## config.mk

```make
export PLATFORM = sky130hd
export DESIGN_NAME = rl_pi_ctrl
export DESIGN_NICKNAME = d
export VERILOG_FILES = /design/src/rtl/rl_pi_pkg.sv /design/src/rtl/rl_pi_sat_add.sv /design/src/rtl/rl_pi_ctrl.sv
export SDC_FILE = /design/constraint.sdc
export NUM_CORES = 1
export LEC_CHECK = 0
export BUFFER_PORTS_ARGS = -buffer_cell sky130_fd_sc_hd__buf_4
export CAP_MARGIN = 10
export CELL_PAD_IN_SITES_DETAIL_PLACEMENT = 0
export CELL_PAD_IN_SITES_GLOBAL_PLACEMENT = 1
export CORE_MARGIN = 3
export CORE_UTILIZATION = 35
export DETAILED_ROUTE_END_ITERATION = 6
export GPL_TIMING_DRIVEN = 0
export PLACE_DENSITY_LB_ADDON = 0.05
export REMOVE_ABC_BUFFERS = 1
export SETUP_SLACK_MARGIN = 0.15
export SLEW_MARGIN = 10
export SYNTH_ARGS = -nofsm -noshare
export SYNTH_HDL_FRONTEND = slang
export SYNTH_HIERARCHICAL = 1
export SYNTH_SLANG_ARGS = --single-unit
```

## constraint.sdc

```tcl
create_clock -name clk -period 34.6 [get_ports clk]
set_clock_uncertainty 0.1 [all_clocks]
set_input_delay 10.38 -clock clk [delete_from_list [all_inputs] [get_ports clk]]
set_output_delay 10.38 -clock clk [all_outputs]
set_load 0.05 [all_outputs]
```

## src/rtl/rl_pi_pkg.sv

```systemverilog
// Shared types and helpers for the rl_pi_ctrl discrete PI current controller.
// Holds the sequencer state enum, the Q-format constant, widths and the signed saturation helper.
package rl_pi_pkg;

  typedef enum logic [2:0] {
    S_IDLE,
    S_ERR,
    S_PTERM,
    S_ITERM,
    S_SUM,
    S_CLAMP,
    S_DONE
  } state_t;

  localparam int FRAC      = 8;
  localparam int GAIN_W    = 16;
  localparam int SAT_W     = 64;
  localparam int W_DEF     = 32;
  localparam int INT_W_DEF = 48;

  // Clamp x to out_w-bit signed range; sym=1 gives +/-(2^(out_w-1)-1), sym=0 the full range.
  function automatic logic signed [SAT_W-1:0] sat_signed(input logic signed [SAT_W:0] x,
                                                         input int out_w,
                                                         input logic sym);
    logic signed [SAT_W:0] hi;
    logic signed [SAT_W:0] lo;
    hi = ((SAT_W+1)'(1) <<< (out_w - 1)) - (SAT_W+1)'(1);
    lo = sym ? -hi : -hi - (SAT_W+1)'(1);
    if (x > hi) begin
      return SAT_W'(hi);
    end else if (x < lo) begin
      return SAT_W'(lo);
    end
    return SAT_W'(x);
  endfunction

endpackage

```

## src/rtl/rl_pi_sat_add.sv

```systemverilog
// Signed saturating adder/subtractor: result computed one bit wider, then clamped to WIDTH bits.
// SYM selects the symmetric clamp range used by the integrator.
module rl_pi_sat_add
  import rl_pi_pkg::*;
#(
  parameter int WIDTH = 32,
  parameter bit SUB   = 1'b0,
  parameter bit SYM   = 1'b0
) (
  input  logic signed [WIDTH-1:0] a_i,
  input  logic signed [WIDTH-1:0] b_i,
  output logic signed [WIDTH-1:0] y_o
);

  logic signed [WIDTH:0] full;

  always_comb begin
    if (SUB) begin
      full = (WIDTH+1)'(a_i) - (WIDTH+1)'(b_i);
    end else begin
      full = (WIDTH+1)'(a_i) + (WIDTH+1)'(b_i);
    end
    y_o = WIDTH'(sat_signed((SAT_W+1)'(full), WIDTH, SYM));
  end

endmodule

```

## src/rtl/rl_pi_ctrl.sv

```systemverilog
// Discrete PI current controller: i_ref/i_meas -> voltage command u_cmd, one sample per 7 cycles.
// Define RL_PI_ANTI_WINDUP_EN to freeze the integrator while the output pushes deeper into its clamp.
module rl_pi_ctrl
  import rl_pi_pkg::*;
#(
  parameter int W     = W_DEF,
  parameter int KP    = 256,
  parameter int KI    = 13,
  parameter int INT_W = INT_W_DEF,
  parameter int U_MAX = 200,
  parameter int U_MIN = -200
) (
  input  logic                clk,
  input  logic                rst,
  input  logic                meas_valid,
  input  logic signed [W-1:0] i_meas,
  input  logic signed [W-1:0] i_ref,
  output logic                busy,
  output logic                u_valid,
  output logic signed [W-1:0] u_cmd,
  output logic                sat,
  output logic signed [W-1:0] err_out
);

  localparam logic signed [INT_W:0] UMAX_EXT = (INT_W+1)'(U_MAX);
  localparam logic signed [INT_W:0] UMIN_EXT = (INT_W+1)'(U_MIN);

  state_t state_q, state_d;

  logic signed [W-1:0]     meas_q, ref_q, err_q, err_d;
  logic signed [INT_W-1:0] p_q, integ_q, integ_nxt_q, integ_add;
  logic signed [INT_W-1:0] e_ext, k_ext, prod;
  logic signed [INT_W:0]   sum_full, sum_d, sum_q;
  logic signed [W-1:0]     u_cmd_q;
  logic                    sat_q, u_valid_q;
  logic [GAIN_W-1:0]       k_sel;
`ifdef RL_PI_ANTI_WINDUP_EN
  logic                    hold_q;
`endif

  rl_pi_sat_add #(.WIDTH(W), .SUB(1'b1), .SYM(1'b0)) u_err_sub (
    .a_i(ref_q),
    .b_i(meas_q),
    .y_o(err_d)
  );

  rl_pi_sat_add #(.WIDTH(INT_W), .SUB(1'b0), .SYM(1'b1)) u_integ_add (
    .a_i(integ_q),
    .b_i(prod),
    .y_o(integ_add)
  );

  // Single multiplier shared by PTERM and ITERM; INT_W >= W+GAIN_W keeps the product exact.
  always_comb begin
    k_sel    = (state_q == S_PTERM) ? GAIN_W'(KP) : GAIN_W'(KI);
    e_ext    = INT_W'(err_q);
    k_ext    = INT_W'($signed({1'b0, k_sel}));
    prod     = e_ext * k_ext;
    sum_full = (INT_W+1)'(p_q) + (INT_W+1)'(integ_nxt_q);
    sum_d    = sum_full >>> FRAC;
  end

  always_comb begin
    state_d = state_q;
    case (state_q)
      S_IDLE:  if (meas_valid) state_d = S_ERR;
      S_ERR:   state_d = S_PTERM;
      S_PTERM: state_d = S_ITERM;
      S_ITERM: state_d = S_SUM;
      S_SUM:   state_d = S_CLAMP;
      S_CLAMP: state_d = S_DONE;
      S_DONE:  state_d = S_IDLE;
      default: state_d = S_IDLE;
    endcase
  end

  always_ff @(posedge clk or posedge rst) begin
    if (rst) begin
      state_q <= S_IDLE;
    end else begin
      state_q <= state_d;
    end
  end

  always_ff @(posedge clk or posedge rst) begin
    if (rst) begin
      meas_q      <= '0;
      ref_q       <= '0;
      err_q       <= '0;
      p_q         <= '0;
      integ_q     <= '0;
      integ_nxt_q <= '0;
      sum_q       <= '0;
      u_cmd_q     <= '0;
      sat_q       <= 1'b0;
      u_valid_q   <= 1'b0;
`ifdef RL_PI_ANTI_WINDUP_EN
      hold_q      <= 1'b0;
`endif
    end else begin
      u_valid_q <= (state_q == S_CLAMP);
      case (state_q)
        S_IDLE: begin
          if (meas_valid) begin
            meas_q <= i_meas;
            ref_q  <= i_ref;
          end
        end
        S_ERR:   err_q       <= err_d;
        S_PTERM: p_q         <= prod;
        S_ITERM: integ_nxt_q <= integ_add;
        S_SUM:   sum_q       <= sum_d;
        S_CLAMP: begin
          if (sum_q > UMAX_EXT) begin
            u_cmd_q <= W'(U_MAX);
            sat_q   <= 1'b1;
          end else if (sum_q < UMIN_EXT) begin
            u_cmd_q <= W'(U_MIN);
            sat_q   <= 1'b1;
          end else begin
            u_cmd_q <= W'(sum_q);
            sat_q   <= 1'b0;
          end
`ifdef RL_PI_ANTI_WINDUP_EN
          hold_q <= ((sum_q > UMAX_EXT) && (err_q > 0)) ||
                    ((sum_q < UMIN_EXT) && (err_q < 0));
`endif
        end
        S_DONE: begin
`ifdef RL_PI_ANTI_WINDUP_EN
          if (!hold_q) integ_q <= integ_nxt_q;
`else
          integ_q <= integ_nxt_q;
`endif
        end
        default: ;
      endcase
    end
  end

  assign busy    = (state_q != S_IDLE);
  assign u_valid = u_valid_q;
  assign u_cmd   = u_cmd_q;
  assign sat     = sat_q;
  assign err_out = err_q;

endmodule

```

==> qor.txt <==
status -> completed
clock buffer count from CTS -> 41
Avg Vias per Cell -> 5.30
Area growth syn-to-layout -> 13.1%
WS Path Type -> register to primary output
count of final hold-check violations -> 0
H-tree depth -> 2
Final Worst Setup Slack -> 22.12 ns
DP Area -> 27900 um2
CP required -> 24.12 ns
diode count -> 0
Crit Path Max Fanout -> 39
Reg area -> 7810 um2
clk sinks -> 312
largest area contributor in the netlist -> dfrtp_1
post-route cell area -> 29200 um2
slowest CP cell -> dfrtp_2
Final TNS setup -> 0 ns
Tmin final -> 12.48 ns
Nets -> 3253
Syn Inst Count -> 2821
Post-synth ARST share -> 100%
DP HPWL -> 59.6 mm
CP max stage delay -> 0.67 ns
row count -> 98
Syn Area/Cell -> 9.16 um2
DRT iter0 DRCs -> 1019
yosys warns -> 6
Post-route DRC -> 0
delay-heaviest family, CP -> flip-flops
FMAX -> 80.1 MHz
first-pass GRT wire length -> 121 mm
Final Setup Violations -> 0
Arr. time, crit path -> 2.00 ns
#FFs+latches synth -> 312
Die X -> 278 um
# Post-CTS Setup Buffers -> 0
count leader, synth -> dfrtp_1
die area -> 77100 um2
total track usage -> 19.4%
WP buf/inv -> 1
post-route ant nets -> 0
Top Ports -> 134
CTS clk-pin slew, worst paths -> 0.06 ns
core area -> 72300 um2
Relative slew margins -> 22.0%
Worst setup SP type -> register
fill count -> 7410
top cells by area, synth -> dfrtp_1 (30%), ha_1 (12%), mux2_2 (9.2%)
multi-input gate area in the final layout -> 16700 um2
max cap viols -> 0
sequential share of the synthesized area -> 30.2%
most instantiated cells after synthesis -> dfrtp_1 (312), nand2_1 (307), ha_1 (251)
Hold Buf Count CTS -> 0
WL per Instance -> 19.4 um
Routed WL -> 74.8 mm
synth unique cells -> 114
worst min path class -> register to register
Cell Area, Synth -> 25800 um2
critical path cell sequence -> or3_1, buf_4
period utilization -> 36.1%
clock root buffer -> clkbuf_16
initial antenna violation count -> 1
Die H -> 278 um
largest net degree at the start of global routing -> 92
Post-synth EDFFs -> 0
top_reg_cell synth -> dfrtp_1
RSZ-0062 raised after global routing -> false
Max Buffers Root-to-Sink -> 3
First-pass DRT Iterations -> 4
GP Congestion -> 0.885
total number of vias -> 20500
Final Max Tran Viols -> 0
clk_lat worst skew -> 0.58 ns
CTS tree -> yes
worst slew pin tran -> 1.17 ns
pre-CTS WS -> 22.29 ns
crit end category -> primary output
number of port buffers -> 133
Starting Density -> 35.7%
share of post-route cells with drive strength above 1 -> 19.1%
post-cts sizing count -> 0
number of global-route vias before repair -> 21500
total grt overflow -> 0
fraction of synthesized cell area taken by the top area cell type -> 30.2%
[path summary, 6_finish.rpt]
kind | start | slack [ns] | cells after the start | to
max in group asynchronous | rst | 23.00 | 5 | sum_q[31]
worst max register to register | state_q[0] | 24.13 | 32 | integ_nxt_q[0]
worst max-delay path | state_q[1] | 22.12 | 2 | busy
min in group asynchronous | rst | 9.71 | 2 | meas_q[2]
worst min register to register | u_cmd[19] | 0.38 | 2 | u_cmd[19]
worst min-delay path | u_cmd[19] | 0.38 | 2 | u_cmd[19]
[metrics by stage]
| stage | utilization [%] | hold WS (ns) | cells |
|---|---|---|---|
| floorplan | - | 0.352 | 2686 |
| global placement | 37.9 | 0.360 | 3769 |
| detailed placement | 38.5 | 0.365 | 3787 |
| CTS | 40.4 | 0.379 | 3862 |
| global route | 40.4 | 0.403 | 3862 |
| finish | 40.4 | 0.376 | 3862 |
[final cells by class]
class	instances	area share, %
timing repair buffer	151	4.74
inverter	193	2.50
multi-input combinational	2181	57.3
clock buffer	54	3.95
clock inverter	21	0.706
sequential	312	26.7
tap	950	4.07
[layer usage]
metal | global-route usage, % | wire length [um] | vias to the layer above
met4 | 5.50 | 2070 | 0
li1 | - | - | 10200
met2 | 33.1 | 35400 | 286
met5 | 0 | 0 | -
met3 | 2.74 | 2490 | 100
met1 | 25.6 | 34800 | 9878
[registers in the layout (all words and copies together) (netlist names)]
register and count:
u_cmd 32, state_q 3, sat 1, meas_q 32, err_out 32, sum_q 41, u_valid 1, integ_nxt_q 48
integ_q 48, ref_q 32, p_q 42
[cells by family (layout without fill, tap and decap cells)]
| logic type | after synthesis | after routing | synth area share, % |
|---|---|---|---|
| buffers and inverters | 330 | 419 | 5.21 |
| AO/OA/AOI/OAI | 688 | 688 | 18.0 |
| multiplexers | 217 | 217 | 9.44 |
| adder cells (fa/ha/maj) | 313 | 313 | 16.7 |
| AND/OR/NAND/NOR | 807 | 807 | 15.2 |
| other | 2 | 4 | 0.0291 |
| XOR/XNOR | 152 | 152 | 5.21 |
| flip-flops | 312 | 312 | 30.2 |
[cells in the final DEF, fill, tap and decap left out, drive strengths merged, types with 13 or more instances in the layout]
| master | instances |
|---|---|
| nand2 | 310 |
| o31ai | 13 |
| xnor2 | 96 |
| dfrtp | 312 |
| nand3 | 39 |
| a211o | 15 |
| clkinv | 14 |
| clkbuf | 54 |
| o21bai | 22 |
| or3 | 13 |
| o21ai | 146 |
| and2 | 24 |
| nor2 | 154 |
| a31oi | 18 |
| nor4 | 19 |
| mux2 | 211 |
| a211oi | 25 |
| nor2b | 14 |
| o21a | 13 |
| xor2 | 56 |
| a31o | 17 |
| a21oi | 236 |
| o211ai | 22 |
| nor3 | 46 |
| buf | 151 |
| a21o | 75 |
| inv | 194 |
| and3 | 74 |
| nand2b | 15 |
| ha | 251 |
| nand4 | 57 |
| fa | 55 |
[worst register-to-register path: cells and delay by family (launching register included)]
family                   cells  cell delay (ns)
buffers and inverters        6             1.03
adder cells (fa/ha/maj)      6             2.72
multiplexers                 1             0.15
AO/OA/AOI/OAI                8             2.42
flip-flops                   1             0.52
AND/OR/NAND/NOR             11             3.46
Power is not shown: default switching activity piles up to over one toggle a cycle in this logic, so the estimate is an artifact.
